## src/rtl/control_pkg.sv

```systemverilog
// -----------------------------------------------------------------------------
// control_pkg
// Shared definitions for the sample-rate sequencer (control_muestreo) and the
// derivative datapath top that sits next to it.
//   - estado_t     : sequencer FSM states
//   - W_DEF        : default sample/result width (must match the datapath)
//   - DIV_DEF      : default CLK cycles per sample period
//   - CALC_LAT_DEF : default cycles from y update to a valid datapath result
//   - TO_CYC_DEF   : default ADC timeout (used only with ADC_TIMEOUT_EN)
// -----------------------------------------------------------------------------
package control_pkg;

  typedef enum logic [2:0] {
    IDLE     = 3'd0,
    ADC_REQ  = 3'd1,
    ADC_WAIT = 3'd2,
    CALC     = 3'd3,
    DAC_WAIT = 3'd4
  } estado_t;

  localparam int W_DEF        = 12;
  localparam int DIV_DEF      = 10000;
  localparam int CALC_LAT_DEF = 2;
  localparam int TO_CYC_DEF   = 255;

endpackage

```

## src/rtl/generador_tick.sv

```systemverilog
// -----------------------------------------------------------------------------
// generador_tick
// Sample-period divider. Counts 0..DIV-1 while run_i is high and emits a
// one-cycle tick_o in the cycle the count sits at DIV-1; the count then wraps.
// With run_i low the count is held at 0 and no tick is produced.
// Ports:
//   clk_i  : clock, rising edge
//   rst_i  : synchronous active-high reset
//   run_i  : counting enable
//   tick_o : one-cycle sample tick
// -----------------------------------------------------------------------------
module generador_tick
  import control_pkg::*;
#(
  parameter int DIV = DIV_DEF
) (
  input  logic clk_i,
  input  logic rst_i,
  input  logic run_i,
  output logic tick_o
);

  localparam int CW = $clog2(DIV);

  logic [CW-1:0] cnt_q;
  logic [CW-1:0] cnt_d;
  logic          at_end;

  assign at_end = (cnt_q == CW'(DIV - 1));

  always_comb begin
    cnt_d = cnt_q + 1'b1;
    if (!run_i || at_end) begin
      cnt_d = '0;
    end
  end

  always_ff @(posedge clk_i) begin
    if (rst_i) begin
      cnt_q <= '0;
    end else begin
      cnt_q <= cnt_d;
    end
  end

  assign tick_o = run_i && at_end;

endmodule

```

## src/rtl/control_muestreo.sv

```systemverilog
// -----------------------------------------------------------------------------
// control_muestreo
// Sample-rate sequencer for the derivative datapath and its ADC/DAC endpoints.
// Per sample tick: request an ADC conversion, hold the sample on y, wait
// CALC_LAT cycles for the datapath result, capture it into dac_data while
// pulsing dp_enable (history register advances once), then strobe dac_load
// as soon as the DAC is free.
//
// Optional feature (macro ADC_TIMEOUT_EN): abort ADC_WAIT after TO_CYC cycles
// without adc_done, raising sticky timeout_err. Without the macro ADC_WAIT
// waits indefinitely and timeout_err is tied low.
//
// Ports:
//   CLK, Reset         : clock, synchronous active-high reset
//   run                : sampling allowed
//   adc_start/adc_done : ADC handshake, adc_data valid with adc_done
//   y                  : held sample into the datapath
//   result             : datapath output
//   dp_enable          : one-cycle history-register enable
//   dac_data/dac_load  : captured result and one-cycle DAC write strobe
//   dac_busy           : DAC cannot accept a load
//   busy               : FSM not in IDLE
//   overrun            : sticky, a tick was dropped (cleared by run=0)
//   timeout_err        : sticky ADC timeout
// -----------------------------------------------------------------------------
module control_muestreo
  import control_pkg::*;
#(
  parameter int W        = W_DEF,
  parameter int DIV      = DIV_DEF,
  parameter int CALC_LAT = CALC_LAT_DEF,
  parameter int TO_CYC   = TO_CYC_DEF
) (
  input  logic         CLK,
  input  logic         Reset,
  input  logic         run,
  output logic         adc_start,
  input  logic         adc_done,
  input  logic [W-1:0] adc_data,
  output logic [W-1:0] y,
  input  logic [W-1:0] result,
  output logic         dp_enable,
  output logic [W-1:0] dac_data,
  output logic         dac_load,
  input  logic         dac_busy,
  output logic         busy,
  output logic         overrun,
  output logic         timeout_err
);

  localparam int CCW = $clog2(CALC_LAT + 1);

  if (DIV < 2 || CALC_LAT < 1 || TO_CYC < 1) begin : g_param_err
    $error("control_muestreo: DIV >= 2, CALC_LAT >= 1 and TO_CYC >= 1 required");
  end

  estado_t        estado_q;
  logic           adc_start_q;
  logic           dp_enable_q;
  logic           overrun_q;
  logic [W-1:0]   y_q;
  logic [W-1:0]   dac_data_q;
  logic [CCW-1:0] calc_cnt_q;
  logic           tick;

`ifdef ADC_TIMEOUT_EN
  localparam int TCW = $clog2(TO_CYC + 1);
  logic [TCW-1:0] to_cnt_q;
  logic           timeout_q;
`endif

  generador_tick #(
    .DIV(DIV)
  ) u_tick (
    .clk_i  (CLK),
    .rst_i  (Reset),
    .run_i  (run),
    .tick_o (tick)
  );

  always_ff @(posedge CLK) begin
    if (Reset) begin
      estado_q    <= IDLE;
      adc_start_q <= 1'b0;
      dp_enable_q <= 1'b0;
      overrun_q   <= 1'b0;
      y_q         <= '0;
      dac_data_q  <= '0;
      calc_cnt_q  <= '0;
`ifdef ADC_TIMEOUT_EN
      to_cnt_q    <= '0;
      timeout_q   <= 1'b0;
`endif
    end else begin
      adc_start_q <= 1'b0;
      dp_enable_q <= 1'b0;

      // Any tick the FSM cannot take (including during the dac_load cycle) is lost.
      if (!run) begin
        overrun_q <= 1'b0;
      end else if (tick && (estado_q != IDLE)) begin
        overrun_q <= 1'b1;
      end

      unique case (estado_q)
        IDLE: begin
          if (tick) begin
            estado_q    <= ADC_REQ;
            adc_start_q <= 1'b1;
          end
        end
        ADC_REQ: begin
          estado_q <= ADC_WAIT;
`ifdef ADC_TIMEOUT_EN
          to_cnt_q <= '0;
`endif
        end
        ADC_WAIT: begin
          // adc_done takes priority over a timeout expiring in the same cycle.
          if (adc_done) begin
            y_q         <= adc_data;
            calc_cnt_q  <= '0;
            dp_enable_q <= (CALC_LAT == 1);
            estado_q    <= CALC;
          end
`ifdef ADC_TIMEOUT_EN
          else if (to_cnt_q == TCW'(TO_CYC - 1)) begin
            timeout_q <= 1'b1;
            estado_q  <= IDLE;
          end else begin
            to_cnt_q <= to_cnt_q + 1'b1;
          end
`endif
        end
        CALC: begin
          // dp_enable is registered, so it is raised on entry to the last
          // CALC cycle; the capture edge is the same edge that advances the
          // history register, so dac_data holds y(n)-y(n-1) based result.
          if (calc_cnt_q == CCW'(CALC_LAT - 1)) begin
            dac_data_q <= result;
            estado_q   <= DAC_WAIT;
          end else begin
            calc_cnt_q  <= calc_cnt_q + 1'b1;
            dp_enable_q <= ((int'(calc_cnt_q) + 2) == CALC_LAT);
          end
        end
        DAC_WAIT: begin
          if (!dac_busy) begin
            estado_q <= IDLE;
          end
        end
        default: estado_q <= IDLE;
      endcase
    end
  end

  // dac_load follows dac_busy within the same cycle so the load lands exactly
  // one cycle after dp_enable when the DAC is free.
  assign dac_load  = (estado_q == DAC_WAIT) && !dac_busy;
  assign adc_start = adc_start_q;
  assign dp_enable = dp_enable_q;
  assign y         = y_q;
  assign dac_data  = dac_data_q;
  assign busy      = (estado_q != IDLE);
  assign overrun   = overrun_q;

`ifdef ADC_TIMEOUT_EN
  assign timeout_err = timeout_q;
`else
  assign timeout_err = 1'b0;
`endif

endmodule

```

## config.mk

```make
export PLATFORM = sky130hd
export DESIGN_NAME = control_muestreo
export DESIGN_NICKNAME = d
export VERILOG_FILES = /design/src/rtl/control_pkg.sv /design/src/rtl/generador_tick.sv /design/src/rtl/control_muestreo.sv
export SDC_FILE = /design/constraint.sdc
export NUM_CORES = 1
export LEC_CHECK = 0
export BUFFER_PORTS_ARGS = -buffer_cell sky130_fd_sc_hd__buf_2
export CORE_MARGIN = 4
export CORE_UTILIZATION = 40
export CTS_BUF_LIST = sky130_fd_sc_hd__clkbuf_8
export DETAILED_ROUTE_END_ITERATION = 7
export PLACE_DENSITY = 0.67
export SLEW_MARGIN = 20
export SYNTH_ARGS = -nofsm -noshare
export SYNTH_HDL_FRONTEND = slang
export SYNTH_SLANG_ARGS = --single-unit
```

## constraint.sdc

```tcl
create_clock -name CLK -period 2.3 [get_ports CLK]
set_clock_uncertainty 0.15 [all_clocks]
set_input_delay 0.115 -clock CLK [delete_from_list [all_inputs] [get_ports CLK]]
set_output_delay 0.115 -clock CLK [all_outputs]
set_load 0.01 [all_outputs]
```

==> results of run 1 <==
==> placed cells by master, fill, tap and decap left out, drive strengths merged <==
cell type / instances
clkinvlp: 1
and2: 1
or2b: 1
nand2: 54
a21oi: 28
o21ai: 2
or2: 2
nand2b: 3
a21o: 1
a31oi: 1
inv: 5
clkbuf: 5
a22oi: 1
nor2b: 2
nor3: 8
xnor2: 10
nor2: 22
nand3: 6
xor2: 2
nor4: 3
dfxtp: 46
ha: 3
nor4b: 2
nor3b: 1
nand4: 5
and3: 4
conb: 1
clkinv: 2
dlygate4sd3: 27
and4: 1
buf: 58
or3: 1
==> kinds of logic after synthesis <==
kind of cell / count (synthesis) / synth area share, %
compound gates: 33 / 9.18
buf+inv: 17 / 4.62
other cells: 1 / 0.201
xor+xnor: 12 / 5.63
fa+ha+maj: 3 / 2.01
simple gates: 116 / 29.1
flops: 46 / 49.3
==> where the power goes <==
group,total (mW),internal (mW),switching (mW)
Clock,0.493,0.214,0.279
Combinational,0.0811,0.0507,0.0303
Sequential,0.799,0.797,0.00151
==> flip-flops by register name (all words and copies together), names as in the netlist <==
name,flops
overrun,1
y,12
adc_start,1
dac_data,12
calc_cnt_q,2
estado_q,3
u_tick.cnt_q,14
dp_enable,1
==> synthesized netlist by cell type (all sizes together) <==
cell type	number	area share, %
and4	1	0.60
nor4	3	1.0
a22oi	1	0.40
nand3	6	1.6
xor2	2	0.94
nor3b	1	0.40
nor2	22	4.4
inv	5	1.0
or2	2	0.67
a21oi	28	7.5
xnor2	10	4.7
clkbuf	6	1.2
nand2	54	11
nor2b	2	0.67
and2	1	0.34
and3	4	1.6
dfxtp	46	49
a31oi	1	0.34
buf	6	2.4
nand4	5	1.7
nor4b	2	1.3
a21o	1	0.40
or3	1	0.34
ha	3	2.0
o21ai	2	0.54
nand2b	3	1.0
conb	1	0.20
or2b	1	0.47
nor3	8	2.1
==> timing repair <==
action,4_1_cts,5_1_grt
hold buffers,27,0
resized for setup,0,0
hold endpoints to repair,28,0
==> area by class of cell <==
class | count | area (µm²)
Fill cell | 441 | 1930
Sequential cell | 46 | 921
Multi-Input combinational cell | 165 | 861
Timing Repair Buffer | 85 | 563
Clock buffer | 5 | 68.8
Tap cell | 52 | 65.1
Clock inverter | 3 | 21.3
Inverter | 5 | 18.8
==> metal layers <==
| layer | up-vias | global-route usage (%) | part of all wire [%] |
|---|---|---|---|
| met4 | 0 | 4.89 | 1.1 |
| met2 | 46 | 27.5 | 50 |
| met5 | - | 0 | 0 |
| met1 | 781 | 18.5 | 43 |
| met3 | 6 | 5.20 | 5.8 |
| li1 | 912 | - | - |
==> critical path, cell delays in order (launching register included) <==
cell     delay [ps]
dfxtp_1         370
ha_1            220
and3_4          220
and4_4          230
or2_1           410
nor2_1          100
==> worst max-delay path by stage <==
stage	start	to	cells after the start
after floorplan	u_tick.cnt_q[0]	u_tick.cnt_q[13]	7
after global placement	u_tick.cnt_q[0]	u_tick.cnt_q[8]	5
after detailed placement	u_tick.cnt_q[0]	u_tick.cnt_q[7]	5
after CTS	u_tick.cnt_q[0]	u_tick.cnt_q[7]	5
after global routing	estado_q[2]	y[10]	4
final	u_tick.cnt_q[0]	u_tick.cnt_q[7]	5
==> through the flow <==
step                      setup WS, ps  hold WS [ps]
after floorplan                    645           101
after global placement             527           206
after detailed placement           458           212
after CTS                          443          55.2
after global routing               315           105
final                              465          73.0
==> results.yml, run 1 <==
timing:
  rsz0062_at_grt: "no"
  max_slew_margin_pct: 47.5
  finalSetupViolCount: 0
  period_share_pct: 79.8
  final.min_clock_period_ps: 1830
  hold_violations: 0
  setup_tns_ps: 0
  max_slew.worst_pin.slew_ps: 785
  max_freq_mhz: 545
  drv_slew: 0
cts:
  cts_setup_buffers: 0
  clockBufferDepth: 2
  clock_sinks: 46
  cts_inserted_buffers: 5
  path_clk_slew_ps: 90
  htreeDepth: 2
  root_buffer: "clkbuf_8"
  clock_latency_ps: 300
  cts_tree: "done"
routing:
  vias: 1745
  drt_wl_total_mm: 4.36
  drc: 0
  viasPerCell: 4.83
  drt_pre_antenna_iters: 5
  drt_iter0_markers: 67
  postRouteAntennaNets: 0
  wl_per_cell_um: 12.1
placement:
  port-buffer-count: 57
  place_congestion: 0.821
  dp.cells: 326
  dp_hpwl_mm: 2.86
  place_area_um2: 2160
critical_path:
  r2r-end: "u_tick.cnt_q[7]"
  r2r_cells: 5
  crit_required_ps: 2320
  reg2reg_slack_ps: 470
  cp.arrival_ps: 1850
  crit_type: "reg -> reg"
  cp-start-kind: "register"
  r2r_start: "u_tick.cnt_q[0]"
  worstPathMaxFanout: 14
  cp-end-kind: "register"
synthesis:
  ys_seq_elements: 46
  netlist-cell-type-count: 34
  yosys_warnings: 0
  synth_cells: 228
  syn_avg_cell_area_um2: 8.19
  synth_area_um2: 1870
  yosysSeqAreaShare_pct: 49.3
  syn_nets: 260
hold_path:
  min_from: "adc_done"
  worstHoldEndpoint: "calc_cnt_q[1]"
  whs_path_depth: 4
  hold_path.class: "in -> reg"
floorplanning:
  fp.dieH_um: 76.3
  num_rows: 24
  initial_utilization_pct: 42.0
  io-pin-count: 59
  dieArea_um2: 5830
  die_w_um: 76.3
  core_um2: 4440
final_layout:
  final_nets: 340
  design_area_um2: 2520
  drive_gt1_share_pct: 23.0
  fin_util_pct: 56.7
  antennaDiodeCount: 0
  area_growth_pct: 34.8
  fin_cells: 361
global_route:
  antenna_found_initial: 0
  grt-ovfl-total: 0
  grt_pass1_wl_mm: 7.71
  grt_max_degree: 31
  grt_use_total_pct: 15.9
  first_global_vias: 1693
power:
  power_leakage_nw: 1.00
  power_density_nw_per_um2: 545
  power_mw: 1.37
  ir_worst_vdd_v: 0.000303
run:
  cap_violations: 0
status:
  status: "completed"
(Power assumes the default switching activity.)
==> run 2, diff against run 1 <==
==> constraint.sdc (replaced) <==
create_clock -name CLK -period 1.9 [get_ports CLK]
set_clock_uncertainty 0.15 [all_clocks]
set_input_delay 0.095 -clock CLK [delete_from_list [all_inputs] [get_ports CLK]]
set_output_delay 0.095 -clock CLK [all_outputs]
set_load 0.01 [all_outputs]
==> run 2 against run 1 <==
Net effect:
- register-to-register slack worse by 260 ps
- combinational power increased by 23%
- via count up 0.23%
- critical endpoint is now dac_data[8]
==> results.yml, run 2 (same netlist as run 1, synthesis figures left out) <==
timing:
  period_share_pct: 89.0
  drv_slew: 0
  max_slew_margin_pct: 64.9
  finalSetupViolCount: 0
  hold_violations: 0
  setup_ws_ps: 209
  max_freq_mhz: 591
  max_slew.worst_pin.slew_ps: 526
  rsz0062_at_grt: "no"
  final.min_clock_period_ps: 1690
  setup_tns_ps: 0
critical_path:
  r2r-end: "dac_data[8]"
  crit_required_ps: 1970
  cp-end-kind: "register"
  crit_type: "reg -> reg"
  worstPathMaxFanout: 12
  reg2reg_slack_ps: 210
  cp-start-kind: "register"
  r2r_cells: 4
  r2r_start: "calc_cnt_q[0]"
  cp.arrival_ps: 1760
placement:
  post-place-ws_ps: 164
  dp_hpwl_mm: 2.89
  port-buffer-count: 57
  dp.cells: 330
  place_congestion: 0.746
cts:
  clockBufferDepth: 2
  htreeDepth: 2
  cts_setup_buffers: 0
  cts_inserted_buffers: 5
  path_clk_slew_ps: 80
  clock_sinks: 46
  cts_tree: "done"
  root_buffer: "clkbuf_8"
  clock_latency_ps: 300
global_route:
  grt_max_degree: 31
  grt-ovfl-total: 0
  grt_pass1_wl_mm: 7.72
  antenna_found_initial: 0
  first_global_vias: 1704
  grt_use_total_pct: 16.0
power:
  power_mw: 1.65
  power_leakage_nw: 1.03
  power_density_nw_per_um2: 646
  ir_worst_vdd_v: 0.000413
hold_path:
  whs_path_depth: 4
  hold_path.class: "in -> reg"
  min_from: "adc_done"
  worstHoldEndpoint: "calc_cnt_q[1]"
final_layout:
  final_nets: 344
  antennaDiodeCount: 0
  largest_reg_flops: 14
  fin_cells: 365
  regMostFlops: "u_tick.cnt_q"
  layout_commonest_cell: "buf_2"
  area_growth_pct: 36.4
  drive_gt1_share_pct: 24.0
  final_cell_mix: "buf_2, nand2_1, dfxtp_1"
routing:
  drt_pre_antenna_iters: 4
  drt_wl_total_mm: 4.50
  drt_iter0_markers: 98
  vias: 1749
  drc: 0
  wl_per_cell_um: 12.3
  postRouteAntennaNets: 0
  viasPerCell: 4.79
run:
  cap_violations: 0
status:
  status: "completed"
floorplanning:
  die_w_um: 76.3
  core_um2: 4440
  fp.dieH_um: 76.3
  dieArea_um2: 5830
  initial_utilization_pct: 42.0
  num_rows: 24
  io-pin-count: 59
run 2: report_power, final:
part | switching [mW] | leakage (nW) | internal (mW)
combinational | 0.0366 | 0.608 | 0.0628
sequential | 0.00176 | 0.371 | 0.965
clock | 0.324 | 0.0493 | 0.255
total | 0.363 | 1.03 | 1.28
run 2: what timing repair did:
item,in CTS,in global routing
hold buffers,27,0
endpoints found under the setup margin,0,3
endpoints found under the hold margin,28,0
resized for setup,0,1
run 2: layout make-up:
| class | instances | area [µm²] |
|---|---|---|
| clock buffers | 5 | 68.8 |
| inverters | 5 | 18.8 |
| multi-input cells | 165 | 863 |
| repair buffers | 89 | 593 |
| fillers | 426 | 1900 |
| flip-flops and latches | 46 | 921 |
| clock inverters | 3 | 17.5 |
| well taps | 52 | 65.1 |
run 2: critical path: stages, from the launching register on:
cell and delay, ps:
dfxtp_1 410, ha_1 340, and3_1 480, nand2_1 100, a21oi_1 140
run 2: stage by stage:
stage | cell area [µm²] | utilization [%] | hold slack, ps
2_1_floorplan | 1870 | - | 81.0
3_3_place_gp | 2190 | 49.2 | 185
3_5_place_dp | 2190 | 49.2 | 193
4_1_cts | 2540 | 57.3 | 38.7
5_1_grt | 2550 | 57.3 | 91.3
6_report | 2550 | 57.3 | 55.0
run 2: worst max path at each step:
stage	from	end	cells after the start
detailed placement	estado_q[1]	y[6]	4
floorplan	u_tick.cnt_q[0]	u_tick.cnt_q[13]	7
global placement	u_tick.cnt_q[0]	u_tick.cnt_q[7]	6
finish	calc_cnt_q[0]	dac_data[8]	4
global route	calc_cnt_q[0]	dac_data[2]	4
CTS	estado_q[1]	y[6]	4
run 2: routing by layer:
metal / up-vias / global-route usage (%) / part of all wire [%] / wire (µm)
li1: 920 / - / - / -
met1: 767 / 18.6 / 44 / 1990
met2: 49 / 28.0 / 48 / 2160
met3: 13 / 3.31 / 5.2 / 232
met4: 0 / 7.43 / 2.4 / 106
met5: - / 0 / 0 / 0
